==> src/rtl/fifo_rd_stream.sv <==
// rtl/fifo_rd_stream.sv - converts the FIFO enable/empty read port into a valid/ready stream
// A 3-entry ring buffer absorbs the one-cycle read latency so the stream runs at full rate.
module fifo_rd_stream #(
   parameter int WIDTH = 8
) (
   input  logic             clk,
   input  logic             rst,
   input  logic             fifo_empty,
   output logic             fifo_en,
   input  logic [WIDTH-1:0] fifo_dout,
   output logic             m_valid,
   input  logic             m_ready,
   output logic [WIDTH-1:0] m_data,
   output logic [1:0]       level
);

   logic [1:0]       occ_q, occ_d;
   logic             infl_q;
   logic [1:0]       wp_q, wp_d;
   logic [1:0]       rp_q, rp_d;
   logic [WIDTH-1:0] buf_q [3];
   logic [2:0]       credit;
   logic             pop;

   function automatic logic [1:0] ptr_inc(input logic [1:0] p);
      return (p == 2'd2) ? 2'd0 : p + 2'd1;
   endfunction

   // Words buffered plus the read in flight; m_ready never enters this path.
   assign credit  = {1'b0, occ_q} + {2'b00, infl_q};
   assign fifo_en = rst & ~fifo_empty & (credit < 3'd3);
   assign m_valid = (occ_q != 2'd0);
   assign pop     = m_valid & m_ready;
   assign level   = occ_q;

   always_comb begin
      occ_d = occ_q + {1'b0, infl_q} - {1'b0, pop};
      wp_d  = infl_q ? ptr_inc(wp_q) : wp_q;
      rp_d  = pop    ? ptr_inc(rp_q) : rp_q;
   end

   always_comb begin
      m_data = '0;
      case (rp_q)
         2'd0:    m_data = buf_q[0];
         2'd1:    m_data = buf_q[1];
         default: m_data = buf_q[2];
      endcase
   end

   always_ff @(posedge clk or negedge rst) begin
      if (!rst) begin
         occ_q  <= 2'd0;
         infl_q <= 1'b0;
         wp_q   <= 2'd0;
         rp_q   <= 2'd0;
         for (int i = 0; i < 3; i++) buf_q[i] <= '0;
      end else begin
         occ_q  <= occ_d;
         infl_q <= fifo_en;
         wp_q   <= wp_d;
         rp_q   <= rp_d;
         // Read data arrives the cycle after fifo_en; it always lands in the buffer (no bypass).
         if (infl_q) begin
            case (wp_q)
               2'd0:    buf_q[0] <= fifo_dout;
               2'd1:    buf_q[1] <= fifo_dout;
               default: buf_q[2] <= fifo_dout;
            endcase
         end
      end
   end

endmodule
==> config.mk <==
export PLATFORM = sky130hd
export DESIGN_NAME = fifo_rd_stream
export DESIGN_NICKNAME = d
export VERILOG_FILES = /design/src/rtl/fifo_rd_stream.sv
export SDC_FILE = /design/constraint.sdc
export NUM_CORES = 1
export LEC_CHECK = 0
export BUFFER_PORTS_ARGS = -buffer_cell sky130_fd_sc_hd__buf_2
export CAP_MARGIN = 20
export CORE_UTILIZATION = 55
export CTS_CLUSTER_DIAMETER = 200
export DETAILED_ROUTE_END_ITERATION = 16
export PLACE_DENSITY = 0.84
export SYNTH_ARGS = -nofsm -noshare
export SYNTH_HDL_FRONTEND = slang
export SYNTH_SLANG_ARGS = --single-unit
==> constraint.sdc <==
create_clock -name clk -period 5 [get_ports clk]
set_input_delay 0.25 -clock clk [delete_from_list [all_inputs] [get_ports clk]]
set_output_delay 0.25 -clock clk [all_outputs]
set_load 0.1 [all_outputs]
==> impl_metrics.json, run 1 <==
{
  "status": "finished, final reports clean",
  "cts_htree_levels": 2,
  "critical_path_rt_ns": 4.75,
  "route.top_layer_used": "met4",
  "end_of_the_worst_register_to_register_path": "level[1]",
  "r2r_cells": 7,
  "detail_route.wirelength.met1_mm": 1.09,
  "synth_top_area_cell": "sky130_fd_sc_hd__dfrtp_1",
  "postSynthCellCount": 105,
  "drt-initial-drc-count": 6,
  "synthDistinctLibCells": 17,
  "met3_wirelength_um": 90,
  "setup-violations-final": 0,
  "clock_pin_slew_on_the_worst_setup_and_hold_paths_ns": 0.09,
  "synthMostInstantiatedCell": "sky130_fd_sc_hd__dfrtp_1",
  "grt_setup_unrepaired": "false",
  "timing.final.ws_setup_ns": 2.50,
  "post_route_cells_drive_above_1_share_pct": 45.1,
  "synthTopCellsByCount": "31 x sky130_fd_sc_hd__dfrtp_1, 26 x sky130_fd_sc_hd__mux2_2, 10 x sky130_fd_sc_hd__o21ai_0",
  "mappedNetlistArea_um2": 1390,
  "post_dp_cell_area_um2": 1540,
  "dpl.cell_count": 153,
  "drc": 0,
  "clock_tree.root_cell": "sky130_fd_sc_hd__clkbuf_4",
  "critical_path.max_fanout": 32,
  "dieHeight_um": 52.3,
  "worstHoldPathType": "in -> reg",
  "setup.worst_path.end_class": "output port",
  "clock_insertion_delay_worst_skew_ns": 0.32,
  "cts-buffers-inserted": 5,
  "grt_antenna_before_repair": 0,
  "tritoncts": "built",
  "rows": 17,
  "synth_flop_cell": "sky130_fd_sc_hd__dfrtp_1",
  "avgSynthCellArea_um2": 13.3,
  "core-area_um2": 2300,
  "grt_pass1_wl_mm": 4.01,
  "globalplace.congestion": 0.673,
  "post-route-period-util_pct": 50.1,
  "fin_skew_ns": 0.00547,
  "final.min_clock_period_ns": 2.50,
  "n_fill_cell": 181,
  "synth_seq_cells": 31,
  "place.detailed.hpwl_mm": 1.66,
  "reg2reg_from": "level[0]",
  "maxSlewHeadroom_pct": 55.0,
  "pre_cts_ws_ns": 2.96,
  "die_area_um2": 2740,
  "crit_top_cell": "sky130_fd_sc_hd__buf_2",
  "antenna_cells_inserted": 0,
  "cpMaxStageDelayCell": "sky130_fd_sc_hd__buf_2",
  "ys.warnings.count": 0,
  "grt_use_total_pct": 21.3,
  "path_class": "in -> out",
  "wire_per_inst_um": 14.5,
  "chipWidth_um": 52.3,
  "area_growth_syn_to_layout_pct": 15.1,
  "synth_largest_type_area_fraction_pct": 55.7,
  "critPathArrivalTime_ns": 2.25,
  "number_of_enable_type_register_cells_in_the_synthesized_netlist": 0,
  "initial_utilization_pct": 60.7,
  "gr-total-overflow": 0,
  "layoutNonFillerInstCount": 161,
  "endpoint": "fifo_en",
  "timing.max_cap.violations": 0,
  "largest_net_degree_at_the_start_of_global_routing": 33,
  "timing.critical_path.from": "rst",
  "slew_viol_final": 0,
  "setup_total_negative_slack_ns": 0,
  "dr_wl_met2_mm": 1.13,
  "synth_net_count": 121,
  "cp_slowest_stage_delay_ns": 0.55,
  "drtPass1Iterations": 2,
  "timing.reg2reg.setup_slack_ns": 3.21,
  "wirelength_mm": 2.34,
  "max_freq_mhz": 399,
  "final-hold-violation-count": 0,
  "synth_seq_area_share_pct": 55.7,
  "startpoint_type": "input port",
  "postRouteAntennaNets": 0,
  "post_synth_main_area_contributors": "sky130_fd_sc_hd__dfrtp_1 56%, sky130_fd_sc_hd__mux2_2 21%, sky130_fd_sc_hd__mux2i_1 5.7%",
  "via_per_inst": 5.28,
  "worstMarginPinSlew_ns": 0.675,
  "place.port_buffers": 23,
  "tritoncts_num_sinks": 31,
  "postLayoutCellArea_um2": 1600,
  "ctsLongestPathBuffers": 2,
  "finish.net_count": 149,
  "ioPinCount": 24,
  "via_count_of_the_first_global_routing_pass": 877,
  "asyncSetResetFlopFracSynth_pct": 100,
  "path_cells": "dlygate4sd3_1 -> buf_2 -> inv_1 -> a2111oi_2 -> buf_2",
  "dr_total_vias": 850
}
[area by class of cell]
type | count | area [um^2] | share of cell area [%]
inverter | 5 | 18.8 | 1.17
timing repair buffer | 24 | 125 | 7.80
clock inverter | 1 | 5.00 | 0.312
clock buffer | 6 | 51.3 | 3.20
multi-input combinational | 66 | 593 | 37.0
sequential | 31 | 776 | 48.4
tap | 28 | 35.0 | 2.18
[cells by family (layout without fill, tap and decap cells)]
logic type / after synthesis / count (layout) / share of synthesized area, %
AOI/OAI and AO/OA: 12 / 12 / 4.76
xor gates and xnor gates: 2 / 2 / 1.26
adders and majority gates: 4 / 4 / 3.59
buffers and inverters: 8 / 36 / 2.24
DFF: 31 / 31 / 55.7
muxes: 34 / 34 / 26.8
and+or+nand+nor: 14 / 14 / 5.75
[placed cells by master (no fill, tap or decap)]
cell type	Yosys	routed
sky130_fd_sc_hd__mux2_2	26	26
sky130_fd_sc_hd__ha_1	4	4
sky130_fd_sc_hd__o21ai_0	10	10
sky130_fd_sc_hd__dfrtp_1	31	31
sky130_fd_sc_hd__nor2_1	1	1
sky130_fd_sc_hd__a2111oi_2	0	1
sky130_fd_sc_hd__clkbuf_8	0	1
sky130_fd_sc_hd__xnor2_1	2	2
sky130_fd_sc_hd__nor2b_1	1	1
sky130_fd_sc_hd__dlygate4sd3_1	0	1
sky130_fd_sc_hd__buf_2	1	23
sky130_fd_sc_hd__nand2_1	9	9
sky130_fd_sc_hd__inv_1	5	5
sky130_fd_sc_hd__clkbuf_4	0	5
sky130_fd_sc_hd__nor3b_4	1	1
sky130_fd_sc_hd__a21o_1	1	1
sky130_fd_sc_hd__clkinv_2	0	1
sky130_fd_sc_hd__nand3b_2	1	1
sky130_fd_sc_hd__mux2i_1	8	8
sky130_fd_sc_hd__or2_2	1	1
[routing by layer]
| metal | GRT usage, % | up-vias |
|---|---|---|
| met4 | 7.89 | 0 |
| met3 | 6.96 | 7 |
| met1 | 25.9 | 405 |
| met5 | 0 | - |
| met2 | 35.2 | 18 |
| li1 | - | 420 |
[sequential cells by signal (all words and copies together), names as in the netlist]
signal and flops:
infl_q 1, wp_q 2, level 2, rp_q 2, buf_q 24
[how the worst min path moves through the flow]
stage,startpoint,to,slack (ns),cells past startpoint
finish,fifo_empty,infl_q,0.08,2
global route,fifo_empty,infl_q,0.07,2
CTS,fifo_empty,infl_q,0.06,2
detailed placement,rst,buf_q[11],0.33,1
global placement,rst,buf_q[13],0.32,1
floorplan,rst,buf_q[0],-0.05,0
[metrics by stage]
step	utilization, %	hold slack [ns]
floorplan	-	-0.0456
detailed placement	66.9	0.331
CTS	69.8	0.0639
global placement	66.9	0.319
finish	69.8	0.0775
global route	69.8	0.0704
[critical path, delay by kind of cell]
kind / cells / cell delay [ns]
buffers and inverters: 4 / 1.68
AOI/OAI and AO/OA: 1 / 0.33
[what timing repair did]
item	CTS	global route
resized for setup	0	0
hold buffers	1	0
hold endpoints to repair	31	0
setup endpoints to repair	0	0
buffers inserted	0	0
Power of run 1 is not shown: default switching activity piles up to over one toggle a cycle in this logic, so the estimate is an artifact.
==> run 2: changes to the inputs <==
Settings changed: CORE_UTILIZATION 55 to 54, PLACE_DENSITY 0.84 to 0.83.
Clock period 5 ns to 2.5 ns, I/O delays scaled along.
==> run 2 against run 1 <==
Die area grew 1.8%. Core utilization down 3.3 points. Sequential share of layout area decreased by 0.70 points. Non-clock buffer count rose by 2. Sequential cell count unchanged. First-iteration DRC count grew 130%. Count of clock-buffer cells in the layout up 1. Critical path depth decreased by 1. Setup slack lost 2.2 ns.
==> impl_metrics.json, run 2 (synthesis results as in run 1) <==
{
  "groute.layer.met3.usage_pct": 5.80,
  "chipWidth_um": 52.8,
  "cts_htree_levels": 2,
  "grtUsageMet1_pct": 28.7,
  "ioPinCount": 24,
  "final_common_cell": "sky130_fd_sc_hd__dfrtp_1",
  "initial_utilization_pct": 56.8,
  "rows": 18,
  "ctsLongestPathBuffers": 2,
  "dieHeight_um": 52.8,
  "startpoint_type": "register",
  "critical_path.max_fanout": 6,
  "clock_pin_slew_on_the_worst_setup_and_hold_paths_ns": 0.09,
  "drc": 0,
  "grt_pass1_wl_mm": 3.88,
  "via_per_inst": 5.40,
  "timing.critical_path.max_delay_family": "adder cells",
  "setup-violations-final": 0,
  "die_area_um2": 2790,
  "grt_setup_unrepaired": "false",
  "largest_register_ffs": 24,
  "timing.hold.worst_endpoint": "buf_q[6]",
  "registers.top_by_ff_count": "buf_q",
  "drtPass1Iterations": 4,
  "final-hold-violation-count": 0,
  "largest_net_degree_at_the_start_of_global_routing": 32,
  "via_count_of_the_first_global_routing_pass": 796,
  "antenna_cells_inserted": 0,
  "worstHoldPathType": "in -> reg",
  "drt-initial-drc-count": 14,
  "timing.reg2reg.setup_slack_ns": 0.76,
  "postRouteAntennaNets": 0,
  "maxSlewHeadroom_pct": 63.7,
  "cp_slowest_stage_delay_ns": 0.48,
  "grt_antenna_before_repair": 0,
  "cpMaxStageDelayCell": "sky130_fd_sc_hd__buf_2",
  "core-area_um2": 2450,
  "r2r_cells": 7,
  "tritoncts": "built",
  "max_freq_mhz": 453,
  "hp-start": "fifo_dout[6]",
  "globalplace.congestion": 0.733,
  "cts-buffers-inserted": 5,
  "post-route-period-util_pct": 88.2,
  "gr-total-overflow": 0,
  "area_growth_syn_to_layout_pct": 17.1,
  "timing.max_cap.violations": 0,
  "setup.worst_path.end_class": "output port",
  "critical_path_buf_inv_count": 1,
  "place.detailed.hpwl_mm": 1.72,
  "critPathArrivalTime_ns": 2.08,
  "n_fill_cell": 187,
  "worstMarginPinSlew_ns": 0.544,
  "dr_total_vias": 897,
  "cts_post_setup_buffers_inserted": 0,
  "fin_skew_ns": 0.00851,
  "wirelength_mm": 2.41,
  "path_cells": "ha_1 -> ha_1 -> a2111oi_4 -> buf_2",
  "final.min_clock_period_ns": 2.21,
  "post_cts_resized": 0,
  "grt_use_total_pct": 20.9,
  "grt_max_usage_layer": "met2",
  "clock_tree.root_cell": "sky130_fd_sc_hd__clkbuf_4",
  "setup_total_negative_slack_ns": 0,
  "met2_usage_pct": 29.5,
  "path_class": "reg -> out",
  "tritoncts_num_sinks": 31,
  "post_route_cells_drive_above_1_share_pct": 45.6,
  "end_of_the_worst_register_to_register_path": "level[1]",
  "slew_viol_final": 0,
  "wire_per_inst_um": 14.5,
  "utilization_pct": 66.5,
  "finish.net_count": 151,
  "layout_common_cells": "29 x sky130_fd_sc_hd__dfrtp_1, 26 x sky130_fd_sc_hd__mux2_2, 23 x sky130_fd_sc_hd__buf_2",
  "place.port_buffers": 23,
  "clock_insertion_delay_worst_skew_ns": 0.33,
  "critical_path_rt_ns": 2.38,
  "worstHoldPathCells": 2,
  "crit_top_cell": "sky130_fd_sc_hd__ha_1",
  "status": "finished, final reports clean",
  "reg2reg_from": "level[0]"
}
[run 2: area by class of cell]
class	count	area [um^2]	share of cell area, %
sequential	31	778	47.7
multi-input combinational	66	606	37.1
timing repair buffer	26	143	8.74
clock buffer	7	45.0	2.76
tap	30	37.5	2.30
inverter	5	18.8	1.15
clock inverter	1	5.00	0.307
[run 2: per-stage QoR]
step / worst slack [ns] / hold WS, ns / instance area, um^2 / instances
4_1_cts: 0.279 / 0.0260 / 1630 / 166
6_report: 0.295 / 0.0447 / 1630 / 166
3_3_place_gp: 0.687 / 0.193 / 1560 / 156
3_5_place_dp: 0.656 / 0.199 / 1560 / 156
2_1_floorplan: -0.470 / -0.171 / 1420 / 105
5_1_grt: 0.195 / 0.0448 / 1630 / 166
[run 2: what timing repair did]
item / 4_1_cts / 5_1_grt
endpoints found under the setup margin: 0 / 0
hold buffers: 2 / 0
endpoints found under the hold margin: 32 / 0
[run 2: worst max path at each step]
stage / endpoint / from / depth (start not counted)
floorplan: m_data[6] / rp_q[1] / 3
finish: fifo_en / infl_q / 4
detailed placement: fifo_en / infl_q / 4
CTS: fifo_en / infl_q / 4
global placement: fifo_en / infl_q / 4
global route: fifo_en / infl_q / 4
[run 2: layer usage]
metal | vias to the layer above | routed length [um]
met5 | - | 0
met4 | 0 | 40
met3 | 4 | 91
met2 | 16 | 1180
met1 | 451 | 1090
li1 | 426 | -
Power of run 2 is left out for the same reason.
